## src/rtl/seq_detect_param.sv

```systemverilog
// Parametrised serial pattern detector with overlap control and a saturating match counter.
// Match pulse is registered one cycle after the final pattern bit; no backpressure (accepts on in_valid).
module seq_detect_param #(
    parameter int                 PAT_LEN     = 4,
    parameter logic [PAT_LEN-1:0] DEFAULT_PAT = PAT_LEN'(4'b1101),
    parameter int                 CNT_W       = 8
) (
    input  logic               clk,
    input  logic               rst,
    input  logic               load_pattern,
    input  logic [PAT_LEN-1:0] pattern_in,
    input  logic               in_valid,
    input  logic               i,
    input  logic               overlap,
    input  logic               clear_count,
    output logic               o,
    output logic [CNT_W-1:0]   match_count,
    output logic               count_sat
);
    localparam int FILL_W = $clog2(PAT_LEN + 1);
    localparam logic [FILL_W-1:0] FULL    = FILL_W'(PAT_LEN);
    localparam logic [CNT_W-1:0]  CNT_MAX = {CNT_W{1'b1}};

    typedef enum logic {FILL, ARMED} state_t;

    state_t             state_q;
    logic [PAT_LEN-1:0] pattern_q;
    logic [PAT_LEN-1:0] history_q;
    logic [FILL_W-1:0]  fill_q;
    logic               o_q;
    logic [CNT_W-1:0]   count_q;
    logic               sat_q;

    logic               accept;
    logic [PAT_LEN-1:0] history_d;
    logic [FILL_W-1:0]  fill_d;
    logic               match;
    logic [CNT_W-1:0]   count_d;

    always_comb begin
        accept    = in_valid && !load_pattern;
        history_d = {history_q[PAT_LEN-2:0], i};
        // Once armed the fill count is pinned at PAT_LEN.
        fill_d    = (state_q == ARMED) ? FULL : fill_q + FILL_W'(1);
        match     = accept && (fill_d == FULL) && (history_d == pattern_q);

        if (clear_count)
            count_d = match ? CNT_W'(1) : '0;
        else if (match && (count_q != CNT_MAX))
            count_d = count_q + CNT_W'(1);
        else
            count_d = count_q;
    end

    always_ff @(posedge clk) begin
        if (rst) begin
            pattern_q <= DEFAULT_PAT;
            history_q <= '0;
            fill_q    <= '0;
            state_q   <= FILL;
            o_q       <= 1'b0;
            count_q   <= '0;
            sat_q     <= 1'b0;
        end else begin
            o_q     <= match;
            count_q <= count_d;
            sat_q   <= (count_d == CNT_MAX);
            if (load_pattern) begin
                pattern_q <= pattern_in;
                history_q <= '0;
                fill_q    <= '0;
                state_q   <= FILL;
            end else if (in_valid) begin
                history_q <= history_d;
                // Non-overlapping mode restarts collection after every hit.
                if (match && !overlap) begin
                    fill_q  <= '0;
                    state_q <= FILL;
                end else begin
                    fill_q  <= fill_d;
                    state_q <= (fill_d == FULL) ? ARMED : FILL;
                end
            end
        end
    end

    assign o           = o_q;
    assign match_count = count_q;
    assign count_sat   = sat_q;
endmodule

```

## config.mk

```make
export PLATFORM = sky130hd
export DESIGN_NAME = seq_detect_param
export DESIGN_NICKNAME = d
export VERILOG_FILES = /design/src/rtl/seq_detect_param.sv
export SDC_FILE = /design/constraint.sdc
export NUM_CORES = 1
export LEC_CHECK = 0
export BUFFER_PORTS_ARGS = -buffer_cell sky130_fd_sc_hd__buf_2
export CAP_MARGIN = 20
export CORE_MARGIN = 2
export CORE_UTILIZATION = 35
export DETAILED_ROUTE_END_ITERATION = 10
export PLACE_DENSITY_LB_ADDON = 0.25
export RECOVER_POWER = 50
export SLEW_MARGIN = 20
export SYNTH_ARGS = -nofsm -noshare
export SYNTH_HDL_FRONTEND = slang
export SYNTH_SLANG_ARGS = --single-unit
```

## constraint.sdc

```tcl
create_clock -name clk -period 2.1 [get_ports clk]
set_clock_uncertainty 0.2 [all_clocks]
set_input_delay 0 -clock clk [delete_from_list [all_inputs] [get_ports clk]]
set_output_delay 0 -clock clk [all_outputs]
set_load 0.01 [all_outputs]
```

==> impl_metrics.env <==
export IMPL_mostFrequentLayoutCells="dfxtp_1 (19), dlygate4sd3_1 (17), buf_2 (16)"
export IMPL_tightest_slew_ns=0.3918
export IMPL_initial_core_util=0.3701
export IMPL_place_area_um2=1356
export IMPL_startpoint_type="register"
export IMPL_hold_viol_final=0
export IMPL_p_clk_frac=0.287
export IMPL_fin_util=0.5373
export IMPL_synth_edf_count=0
export IMPL_clkSinkCount=21
export IMPL_grt_pass1_wl_um=4905
export IMPL_holdCritStartpoint="rst"
export IMPL_setup_tns_final_ns=0
export IMPL_syn_num_nets=143
export IMPL_syn_area_per_cell_um2=8.691
export IMPL_total_power_uw=697.8
export IMPL_drv_cap=0
export IMPL_power_switching_uw=170.9
export IMPL_setup_violations=0
export IMPL_ys_top_cells_by_area="dfxtp_1 (37%), mux2i_1 (5.3%), nor2_1 (5.3%), xnor2_1 (4.7%), a21oi_1 (3.1%)"
export IMPL_p_per_area_nw_per_um2=425.4
export IMPL_ys_seq_elements=21
export IMPL_holdCritPathClass="input pin to register"
export IMPL_cp_arrival_ns=2.11
export IMPL_viasPerCell=5.040
export IMPL_peakVddDrop_uv=277.9
export IMPL_regArea_um2=422.9
export IMPL_layout_drive_gt1_share=0.2778
export IMPL_drt_pass1_iterations=4
export IMPL_antenna_found_initial=0
export IMPL_vias=1129
export IMPL_slowest_stage="dfxtp_2"
export IMPL_dp_cells=201
export IMPL_synth_largest_area_cell="dfxtp_1"
export IMPL_critPathRequiredTime_ns=2.13
export IMPL_holdWs_ns=0.2985
export IMPL_tritoncts="yes"
export IMPL_dp_worst_setup_slack_ns=-0.04367
export IMPL_drtIter0Drc=43
export IMPL_fin_area_um2=1640
export IMPL_gp_congestion=0.8838
export IMPL_p_int_uw=526.8
export IMPL_critical_path_class="register to register"
export IMPL_drc=0
export IMPL_wl_um=2908
export IMPL_end_kind="register"
export IMPL_dp_hpwl_um=1907
export IMPL_core_area_um2=3053
export IMPL_cts_buffer_depth=2
export IMPL_wl_per_cell_um=12.98
export IMPL_period_share=0.9894
export IMPL_cts_made_buffers=3
export IMPL_async_flop_share=0
export IMPL_fin_nets=194
export IMPL_path_cells="ha_4, xor2_2, o2111ai_4, buf_4, or3_4, o211a_1, nor4b_2"
export IMPL_cp_startpoint="fill_q[1]$_SDFFE_PP0P_"
export IMPL_drv_slew=0
export IMPL_rsz0062_at_grt="yes"
export IMPL_seq_area_frac_synth=0.3721
export IMPL_rows=20
export IMPL_reg2reg_from="fill_q[1]$_SDFFE_PP0P_"
export IMPL_num_antenna_cells=0
export IMPL_pin_count=21
export IMPL_clock_latency_ns=0.30
export IMPL_filler_cell_count=290
export IMPL_switching_share=0.2450
export IMPL_yosysUniqueCellTypes=42
export IMPL_chipWidth_um=60.82
export IMPL_grt_pass1_vias=1158
export IMPL_final_cells=224
export IMPL_postRouteAntennaNets=0
export IMPL_grt_max_degree=13
export IMPL_critPathBufInv=1
export IMPL_fp_dieArea_um2=3698
export IMPL_status="complete, no violations"
export IMPL_clockRootBuffer="clkbuf_4"
export IMPL_fmax_mhz=481.3
export IMPL_cp_top_family="simple AND/OR/NAND/NOR gates"
export IMPL_p_seq_frac=0.589
export IMPL_h_tree_depth=1
export IMPL_dieHeight_um=60.82
export IMPL_synth_top_cell_area_share=0.3721
export IMPL_p_leak_nw=0.6052
export IMPL_combPwrFrac=0.124
export IMPL_synthToLayoutAreaGrowth_pct=45.18
export IMPL_syn_inst=130
export IMPL_multiInputGateArea_um2=742.0
export IMPL_grt_usage=0.1754
export IMPL_synthesis_area_um2=1130
export IMPL_globalRouteOverflowTotal=0
export IMPL_slew_headroom=0.7388
export IMPL_max_stage_delay_ns=0.36
export IMPL_final_common_cell="dfxtp_1"
export IMPL_worst_slack_ns=0.02226
export IMPL_critical_path_max_fanout=5
export IMPL_final_min_clock_period_ns=2.078
export IMPL_clkSlewWorstSetupHoldPaths_ns=0.12
export IMPL_synth_warnings=0
export IMPL_ys_flop_type="dfxtp_1"
export IMPL_io_buffers=20
==> worst paths after layout <==
kind | endpoint | slack [ns] | depth (start not counted)
hold reg to reg | fill_q[1]$_SDFFE_PP0P_ | 0.31 | 2
hold / removal | o$_SDFF_PP0_ | 0.30 | 3
setup / recovery | count_sat$_SDFF_PP0_ | 0.02 | 7
setup reg to reg | count_sat$_SDFF_PP0_ | 0.02 | 7
==> cells in the mapped netlist (all sizes together) (2+ instances only) <==
library cell,n
a211o,3
a21oi,7
a2bb2oi,2
buf,3
clkbuf,4
dfxtp,21
ha,2
inv,7
mux2i,6
nand2,4
nand2b,2
nand3,4
nor2,16
nor2b,4
nor3,3
nor3b,3
nor4,3
o2111ai,4
o211a,2
o21ai,2
or2,4
or3,4
xnor2,6
==> tightest hold or removal path: cells and delay by family <==
kind	cells	cell delay (ns)
AND/OR/NAND/NOR	1	0.06
buffers and inverters	2	0.71
==> area by class of cell <==
cell class                 instances  area share
tap                               44     0.03356
multi-input combinational         95      0.4523
inverter                           7     0.01602
clock buffer                       3     0.01373
sequential                        21      0.2578
clock inverter                     1    0.003051
timing repair buffer              53      0.2235
==> flip-flops by register name, summed over array words and instances (netlist names) <==
| name | cells |
|---|---|
| history_q | 3 |
| o | 1 |
| state_q | 1 |
| fill_q | 3 |
| pattern_q | 4 |
| count_sat | 1 |
| match_count | 8 |
==> power by group through the flow <==
| stage | combinational (mW) | sequential, mW | clock (mW) |
|---|---|---|---|
| global route | 0.0946 | 0.412 | 0.228 |
| detailed placement | 0.0520 | 0.420 | 0 |
| finish | 0.0864 | 0.411 | 0.200 |
| global placement | 0.0512 | 0.419 | 0 |
| floorplan | 0.0362 | 0.418 | 0 |
| CTS | 0.0816 | 0.411 | 0.207 |
==> layer usage <==
metal / share of wire / global-route usage
met5: 0 / 0
met4: 0.0048 / 0.07764
met1: 0.45 / 0.2214
met3: 0.040 / 0.02772
met2: 0.50 / 0.2949
==> what timing repair did <==
action                                 in CTS  in global routing
buffers inserted                            0                  2
setup endpoints to repair                   3                 12
gates resized for setup                    10                  9
hold buffers                               17                  0
pin swaps                                   3                  6
endpoints found under the hold margin      20                  0
==> kinds of logic (layout without fill, tap and decap cells) <==
| kind of cell | Yosys count | in the layout | synth area share |
|---|---|---|---|
| adder cells (fa/ha/maj) | 2 | 2 | 0.02214 |
| flip-flops | 21 | 21 | 0.3721 |
| buffers and inverters | 14 | 64 | 0.05648 |
| multiplexers | 7 | 7 | 0.06312 |
| XOR/XNOR | 7 | 7 | 0.05426 |
| AND/OR/NAND/NOR | 53 | 53 | 0.2525 |
| AO/OA/AOI/OAI | 26 | 26 | 0.1794 |
Note: power is estimated with default switching activity, not from simulation.
